## src/rtl/dip_switch_controller_if.sv

```systemverilog
// Bus interface for dip_switch_controller.
// Signals:
//   addr   [3:0]  byte offset within the device window (only [3:2] decoded)
//   we            write strobe, one cycle per write
//   wdata  [31:0] write data
//   rdata  [31:0] read data, combinational from addr
// Modports: master (bus bridge side), slave (controller side).
interface dip_switch_controller_if;
  logic [3:0]  addr;
  logic        we;
  logic [31:0] wdata;
  logic [31:0] rdata;

  modport master (output addr, output we, output wdata, input rdata);
  modport slave  (input addr, input we, input wdata, output rdata);
endinterface

```

## src/rtl/dip_switch_controller.sv

```systemverilog
// Debounce-and-event controller for eight 8-bit active-low DIP switch banks.
// Each bank is inverted, passed through a 2-flop synchronizer and debounced on
// a prescaled sample tick. Stable values are readable as DATA_LO/DATA_HI;
// per-bank change events go to a W1C STATUS register and raise irq.
// Optional feature macro: DIP_SWITCH_IRQ_EN (STATUS/CTRL/irq). Without it the
// event registers are absent, STATUS/CTRL read 0 and irq is tied low.
// Ports:
//   clk, reset_n        clock, asynchronous active-low reset
//   dip_switch0..7      raw switch pins, low = switch on
//   bus                 register bus (slave modport)
//   irq                 level interrupt request (ien & |changed)
// Parameters:
//   SAMPLE_DIV  clock cycles per sample tick (>=1)
//   STABLE_CNT  equal samples needed to accept a new value (1..15)
module dip_switch_controller #(
  parameter int unsigned SAMPLE_DIV = 25000,
  parameter int unsigned STABLE_CNT = 4
) (
  input  logic                     clk,
  input  logic                     reset_n,
  input  logic [7:0]               dip_switch0,
  input  logic [7:0]               dip_switch1,
  input  logic [7:0]               dip_switch2,
  input  logic [7:0]               dip_switch3,
  input  logic [7:0]               dip_switch4,
  input  logic [7:0]               dip_switch5,
  input  logic [7:0]               dip_switch6,
  input  logic [7:0]               dip_switch7,
  dip_switch_controller_if.slave   bus,
  output logic                     irq
);

  localparam int unsigned PW = (SAMPLE_DIV > 1) ? $clog2(SAMPLE_DIV) : 1;
  localparam logic [PW-1:0] PMAX = PW'(SAMPLE_DIV - 1);
  localparam logic [3:0] SCNT = 4'(STABLE_CNT);

  logic [7:0] raw    [8];
  logic [7:0] sync1  [8];
  logic [7:0] sync2  [8];
  logic [7:0] cand   [8];
  logic [7:0] cand_n [8];
  logic [3:0] cnt    [8];
  logic [3:0] cnt_n  [8];
  logic [7:0] stable [8];
  logic [7:0] upd;

  logic [PW-1:0] pcnt;
  logic          tick;

  assign raw[0] = dip_switch0;
  assign raw[1] = dip_switch1;
  assign raw[2] = dip_switch2;
  assign raw[3] = dip_switch3;
  assign raw[4] = dip_switch4;
  assign raw[5] = dip_switch5;
  assign raw[6] = dip_switch6;
  assign raw[7] = dip_switch7;

  // Prescaler: 0..SAMPLE_DIV-1, tick on the terminal count.
  assign tick = (pcnt == PMAX);

  always_ff @(posedge clk or negedge reset_n) begin
    if (!reset_n) begin
      pcnt <= '0;
    end else if (tick) begin
      pcnt <= '0;
    end else begin
      pcnt <= pcnt + 1'b1;
    end
  end

  // Next-state of the debounce counters; upd[i] marks the edge where the
  // post-update count reaches STABLE_CNT with a candidate differing from stable.
  always_comb begin
    upd = '0;
    for (int unsigned i = 0; i < 8; i++) begin
      cand_n[i] = cand[i];
      cnt_n[i]  = cnt[i];
      if (tick) begin
        if (sync2[i] != cand[i]) begin
          cand_n[i] = sync2[i];
          cnt_n[i]  = 4'd1;
        end else if (cnt[i] < SCNT) begin
          cnt_n[i] = cnt[i] + 4'd1;
        end
        upd[i] = (cnt_n[i] == SCNT) && (cand_n[i] != stable[i]);
      end
    end
  end

  always_ff @(posedge clk or negedge reset_n) begin
    if (!reset_n) begin
      for (int unsigned i = 0; i < 8; i++) begin
        sync1[i]  <= '0;
        sync2[i]  <= '0;
        cand[i]   <= '0;
        cnt[i]    <= '0;
        stable[i] <= '0;
      end
    end else begin
      for (int unsigned i = 0; i < 8; i++) begin
        sync1[i] <= ~raw[i];
        sync2[i] <= sync1[i];
        cand[i]  <= cand_n[i];
        cnt[i]   <= cnt_n[i];
        if (upd[i]) begin
          stable[i] <= cand_n[i];
        end
      end
    end
  end

`ifdef DIP_SWITCH_IRQ_EN
  logic [7:0] changed;
  logic [7:0] mask;
  logic       ien;
  logic       sel_status;
  logic       sel_ctrl;
  logic [7:0] clr;
  logic       unused_bits;

  assign sel_status  = bus.we && (bus.addr[3:2] == 2'd2);
  assign sel_ctrl    = bus.we && (bus.addr[3:2] == 2'd3);
  assign clr         = sel_status ? bus.wdata[7:0] : '0;
  assign unused_bits = ^{bus.wdata[31:16], bus.addr[1:0]};

  always_ff @(posedge clk or negedge reset_n) begin
    if (!reset_n) begin
      changed <= '0;
      mask    <= '0;
      ien     <= 1'b0;
    end else begin
      if (sel_ctrl) begin
        ien  <= bus.wdata[0];
        mask <= bus.wdata[15:8];
      end
      // Set is ORed in after the clear so a same-cycle event wins.
      changed <= (changed & ~clr) | (upd & mask);
    end
  end

  assign irq = ien & (|changed);

  always_comb begin
    bus.rdata = '0;
    case (bus.addr[3:2])
      2'd0:    bus.rdata = {stable[3], stable[2], stable[1], stable[0]};
      2'd1:    bus.rdata = {stable[7], stable[6], stable[5], stable[4]};
      2'd2:    bus.rdata = {24'd0, changed};
      default: bus.rdata = {16'd0, mask, 7'd0, ien};
    endcase
  end
`else
  logic unused_bits;

  assign unused_bits = ^{bus.we, bus.wdata, bus.addr[1:0]};
  assign irq         = 1'b0;

  always_comb begin
    bus.rdata = '0;
    case (bus.addr[3:2])
      2'd0:    bus.rdata = {stable[3], stable[2], stable[1], stable[0]};
      2'd1:    bus.rdata = {stable[7], stable[6], stable[5], stable[4]};
      default: bus.rdata = '0;
    endcase
  end
`endif

endmodule

```

## src/flat_wrapper.sv

```systemverilog
// flat-port wrapper written by rule: the top's interface ports become plain ports
module dip_switch_controller_flat 
#(
  parameter int unsigned SAMPLE_DIV = 25000,
  parameter int unsigned STABLE_CNT = 4
)
  (clk, reset_n, dip_switch0, dip_switch1, dip_switch2, dip_switch3, dip_switch4, dip_switch5, dip_switch6, dip_switch7, irq, bus_addr, bus_we, bus_wdata, bus_rdata);
  dip_switch_controller_if bus_i ();
  input  logic clk;
  input  logic reset_n;
  input  logic [7:0] dip_switch0;
  input  logic [7:0] dip_switch1;
  input  logic [7:0] dip_switch2;
  input  logic [7:0] dip_switch3;
  input  logic [7:0] dip_switch4;
  input  logic [7:0] dip_switch5;
  input  logic [7:0] dip_switch6;
  input  logic [7:0] dip_switch7;
  output logic irq;
  input wire logic [$bits(bus_i.addr)-1:0] bus_addr;
  input wire logic [$bits(bus_i.we)-1:0] bus_we;
  input wire logic [$bits(bus_i.wdata)-1:0] bus_wdata;
  output wire logic [$bits(bus_i.rdata)-1:0] bus_rdata;
  assign bus_i.addr = bus_addr;
  assign bus_i.we = bus_we;
  assign bus_i.wdata = bus_wdata;
  assign bus_rdata = bus_i.rdata;
  dip_switch_controller #(.SAMPLE_DIV(SAMPLE_DIV), .STABLE_CNT(STABLE_CNT)) u_core (.clk(clk), .reset_n(reset_n), .dip_switch0(dip_switch0), .dip_switch1(dip_switch1), .dip_switch2(dip_switch2), .dip_switch3(dip_switch3), .dip_switch4(dip_switch4), .dip_switch5(dip_switch5), .dip_switch6(dip_switch6), .dip_switch7(dip_switch7), .bus(bus_i), .irq(irq));
endmodule
```

## config.mk

```make
export PLATFORM = sky130hd
export DESIGN_NAME = dip_switch_controller_flat
export DESIGN_NICKNAME = d
export VERILOG_FILES = /design/src/rtl/dip_switch_controller_if.sv /design/src/rtl/dip_switch_controller.sv /design/src/flat_wrapper.sv
export SDC_FILE = /design/constraint.sdc
export NUM_CORES = 1
export LEC_CHECK = 0
export ABC_AREA = 1
export CORE_UTILIZATION = 40
export DETAILED_ROUTE_END_ITERATION = 12
export GPL_TIMING_DRIVEN = 0
export PLACE_DENSITY = 0.68
export SLEW_MARGIN = 20
export SYNTH_ARGS = -nofsm -noshare
export SYNTH_HDL_FRONTEND = slang
export SYNTH_SLANG_ARGS = --single-unit
```

## constraint.sdc

```tcl
create_clock -name clk -period 5.7 [get_ports clk]
set_clock_uncertainty 0.1 [all_clocks]
set_input_delay 1.425 -clock clk [delete_from_list [all_inputs] [get_ports clk]]
set_output_delay 1.425 -clock clk [all_outputs]
set_load 0.05 [all_outputs]
```

After elaboration in Yosys (flattened, before gate mapping)
Cells that the tools add are included.
{ "classes": {"addsub": 9, "n_reduce_logical": 9, "mux": 58, "eq_ne": 26, "n_shift": 0, "n_lt_le_gt_ge": 8, "bitwise_logic": 8, "div": 0, "mul": 0} }
{ "ops": {"columns": ["cell", "count"], "rows": [
  ["$mux W8", 24],
  ["$ne A8 B8 Y1", 16],
  ["$mux W4", 24],
  ["$not A8 Y8", 8],
  ["$pmux W32 S2", 1],
  ["$add A4 B1 Y4 const B", 8],
  ["$eq A4 B3 Y1 const B", 8],
  ["$lt A4 B3 Y1 const B", 8],
  ["$add A15 B1 Y15 const B", 1],
  ["$eq A15 B15 Y1 const B", 1],
  ["$mux W15", 1],
  ["$logic_and A1 B1 Y1", 8],
  ["$mux W1", 8],
  ["$eq A2 B1 Y1 const B", 1],
  ["$logic_not A2 Y1", 1]
]} }
{ "word_totals": {"register_bits": 303, "memories": 0, "romBits": 0, "latchBits": 0, "word_cells": 159, "ramBits": 0} }

Logic depth before layout (Yosys ltp)
{ "depth": {"depth_word": 7, "mapped_depth": 12, "mapped_depth_nobuf": 12} }

Worst setup path before layout
No wires, ideal clock.
{ "synth_timing": {"path_kind": "input to output", "from": "input bus_addr[2]", "to": "output bus_rdata[15]", "n_path_buf": 3, "required_ns": 4.175, "t_arrival_ns": 3.297, "path_stages": 5, "path_slack_ns": 0.878, "path_cell_list": "clkbuf_1 > or2_2 > clkbuf_1 > clkbuf_1 > o21ai_0"} }
{ "synth_between": {"elab_chain_cells": 2} }
{ "synth_lines": {"columns": ["element", "line_no", "source"], "rows": [
  ["start, declared", "flat_wrapper.sv:20", "input wire logic [$bits(bus_i.addr)-1:0] bus_addr;"],
  ["$eq A2 B1 Y1 or $logic_not A2 Y1 (tied branches)", "dip_switch_controller.sv:161", "case (bus.addr[3:2])"],
  ["$pmux W32 S2 (*)", "dip_switch_controller.sv:161", null],
  ["end, declared", "flat_wrapper.sv:23", "output wire logic [$bits(bus_i.rdata)-1:0] bus_rdata;"]
]} }
Mark *: on every way between the ends. The rest lies on a longest branch, timed or not.

Final worst setup path
{ "layout_timing": {"from": "input bus_addr[3]", "to": "output bus_rdata[15]"} }
The elaborated chain is that of the path after synthesis.

==> flow_summary.yaml <==
run_status:
  status: "finished clean"
clocking:
  cts_setup_buffers: 0
  clkTransAtPathRegs_ns: 0.06
  cts_buffer_depth: 3
  ctsResizeCount: 0
  postCtsHoldBufs: 0
  root_buffer: "clkbuf_16"
  clk_latency_ns: 0.51
  htreeDepth: 2
  cts_tree: "built"
  cts.sinks: 303
  cts_made_buffers: 34
cells_and_area:
  n_fill_cell: 3074
  final_area_mm2: 0.01662
  final_nets: 1818
  syn_to_final_growth_pct: 21.45
  multiInputGateArea_mm2: 0.004857
  final_util_pct: 49.43
  drive_gt1_share_pct: 7.915
  num_antenna_cells: 0
  ff_latch_area_mm2: 0.007582
  fin_cells: 2179
timing:
  worst_pin_slew_ns: 0.7026
  rsz0062_at_grt: "false"
  drv_slew: 0
  fin_crit_sh_pct: 95.89
  max_slew_margin_pct: 52.91
  finalSetupViolCount: 0
  fmax_mhz: 183.0
  min_period_ns: 5.466
  finalHoldViolCount: 0
  finalSetupTns_ns: 0
floorplan:
  die_y_um: 186.9
  die_w_um: 186.9
  die_area_mm2: 0.03495
  io_pins: 136
  initial_core_util_pct: 40.70
  fp.coreArea_mm2: 0.03362
  num_rows: 67
route:
  vias_per_cell: 4.695
  drc: 0
  vias: 10230
  drtAntennaViolNets: 0
  dr.pass1.iters: 5
  drt_iter0_drc: 615
  wl_per_cell_um: 14.05
  wl_um: 30620
setup_path:
  cp.arrival_ns: 3.94
  max_stage_delay_ns: 0.88
  slowest_stage: "clkdlybuf4s50_1"
  crit_path_max_fanout: 10
  endpoint_kind: "output pin"
  regToRegEndpoint: "u_core.cnt[12]$_DFFE_PN0N_"
  r2r_start: "u_core.pcnt[0]$_DFF_PN0_"
  rrSetupSlack_ns: 3.45
  cp.depth: 6
  worstSetupPathType: "input pin to output pin"
  reg2reg_depth: 9
  cp_num_buf_inv: 4
  path_delay_family: "buffers and inverters"
  crit_required_ns: 4.18
  worst_setup_path_start_kind: "input pin"
  path_cells: "clkdlybuf4s50_1, or2_2, clkbuf_1, clkbuf_1, o21ai_0, clkdlybuf4s50_1"
flow_run:
  cap_violations: 0
placement:
  dpl_cell_area_mm2: 0.01531
  dpl.hpwl_um: 21530
  gp_congestion: 0.8525
  placedCellCount: 2118
  port_buffers: 98
power_and_ir_drop:
  p_int_mw: 3.919
  comb_power_share_pct: 3.5
  pwr_density_cell_mw_per_mm2: 295.7
  p_switching_uw: 995.0
  swShare_pct: 20.25
  p_clk_share_pct: 51.1
  p_seq_share_pct: 45.4
  power_leakage_nw: 8.428
  ir_drop_v: 0.0001594
hold_path:
  hold_path_class: "register to register"
  worstHoldEndpoint: "u_core.sync2[18]$_DFF_PN0_"
  min_path_cells: 0
  holdCritStartpoint: "u_core.sync1[18]$_DFF_PN0_"
logic_synthesis:
  ys.flop_type: "dfrtp_1"
  synthTopCellsByArea: "dfrtp_1 (55%), nand2_1 (12%), inv_1 (7.1%)"
  synth.top_cell.area_share_pct: 55.42
  synth.most_common_cell: "nand2_1"
  syn_inst: 1569
  syn_avg_cell_area_um2: 8.720
  synth_top_cell_by_area: "dfrtp_1"
  ys.warnings.count: 0
  async_flop_share_pct: 100.0
  syn-cell-area_mm2: 0.01368
  syn_nets: 1681
  ys_seq_elements: 303
  synthTopCellsByCount: "nand2_1 (450), dfrtp_1 (303), inv_1 (259)"
  yosysSeqAreaShare_pct: 55.42
  synth_edf_count: 0
  ys_types: 41
global_route:
  grt_pass1_vias: 10060
  gr-total-overflow: 0
  grt_max_degree: 99
  grt_first_pass_wirelength_um: 50840
  track_usage_pct: 17.98
  antenna_found_initial: 0
==> per-stage QoR <==
stage | worst slack [ns] | hold slack [ns] | total power, mW
floorplan | 0.8783 | 0.2312 | 2.328
global placement | -10.02 | 0.2333 | 2.441
detailed placement | 0.2601 | 0.2347 | 2.448
CTS | 0.2429 | 0.2381 | 4.976
global route | 0.1955 | 0.2418 | 5.083
finish | 0.2341 | 0.2381 | 4.914
==> flip-flops by register name, indices dropped and copies added, names as in the netlist <==
signal,flops
u_core.sync1,64
u_core.pcnt,15
u_core.cand,64
u_core.stable,64
u_core.cnt,32
u_core.sync2,64
==> power groups by stage <==
| stage | clock, mW | combinational, mW | sequential (mW) |
|---|---|---|---|
| 5_1_grt | 2.65 | 0.197 | 2.24 |
| 3_5_place_dp | 0 | 0.176 | 2.27 |
| 4_1_cts | 2.57 | 0.177 | 2.23 |
| 3_3_place_gp | 0 | 0.167 | 2.27 |
| 6_report | 2.51 | 0.172 | 2.23 |
| 2_1_floorplan | 0 | 0.0671 | 2.26 |
==> worst register-to-register path: stages, from the launching register on <==
cell     delay, ns
dfrtp_1       0.41
ha_1          0.25
nand3_1       0.11
nor2_2        0.07
nand2_1       0.18
buf_4         0.27
buf_2         0.28
buf_2         0.31
nand2_1       0.10
o21ai_1       0.10
==> placed cells by master, fill, tap and decap left out, types with 5 or more instances in the layout <==
master | netlist | routed
a21oi_1 | 10 | 10
a31oi_1 | 5 | 5
buf_2 | 14 | 14
buf_4 | 5 | 5
bufinv_16 | 0 | 9
clkbuf_1 | 10 | 15
clkbuf_16 | 0 | 37
clkdlybuf4s50_1 | 0 | 97
clkinv_1 | 5 | 5
clkinv_2 | 0 | 5
dfrtp_1 | 303 | 303
ha_1 | 9 | 9
inv_1 | 259 | 259
inv_2 | 16 | 16
nand2_1 | 450 | 450
nand3_1 | 147 | 147
nand4_1 | 28 | 28
nor2_1 | 77 | 77
nor2_4 | 8 | 8
nor3_1 | 13 | 13
o21ai_0 | 41 | 41
o21ai_2 | 8 | 8
o22ai_1 | 16 | 16
xnor2_1 | 78 | 78
xor2_1 | 27 | 27
==> routing by layer <==
| layer | vias to the layer above | GRT usage (%) | share of wire (%) |
|---|---|---|---|
| li1 | 5103 | - | - |
| met1 | 4829 | 24.49 | 46 |
| met2 | 245 | 29.23 | 47 |
| met3 | 53 | 2.627 | 4.3 |
| met4 | 0 | 6.526 | 2.7 |
| met5 | - | 0 | 0 |
==> layout make-up <==
| class | instances | area share [%] |
|---|---|---|
| flip-flops and latches | 303 | 45.63 |
| well taps | 448 | 3.373 |
| repair buffers | 101 | 6.430 |
| multi-input cells | 952 | 29.23 |
| inverters | 281 | 6.423 |
| clock buffers | 46 | 6.016 |
| plain buffers | 33 | 1.054 |
| clock inverters | 15 | 1.845 |
==> how the worst max path moves through the flow <==
| stage | startpoint | end | slack [ns] |
|---|---|---|---|
| finish | bus_addr[3] | bus_rdata[15] | 0.23 |
| global route | bus_addr[3] | bus_rdata[15] | 0.20 |
| CTS | bus_addr[3] | bus_rdata[15] | 0.24 |
| detailed placement | bus_addr[3] | bus_rdata[15] | 0.26 |
| global placement | reset_n | u_core.sync1[12]$_DFF_PN0_ | -10.02 |
| floorplan | bus_addr[2] | bus_rdata[15] | 0.88 |
==> logic make-up after synthesis <==
| kind of cell | synth area share [%] |
|---|---|
| AND/OR/NAND/NOR | 24.25 |
| buffers and inverters | 9.081 |
| flip-flops | 55.42 |
| XOR/XNOR | 6.722 |
| AO/OA/AOI/OAI | 3.676 |
| adder cells (fa/ha/maj) | 0.8231 |
| other | 0.02741 |
Note: power is estimated with default switching activity, not from simulation.
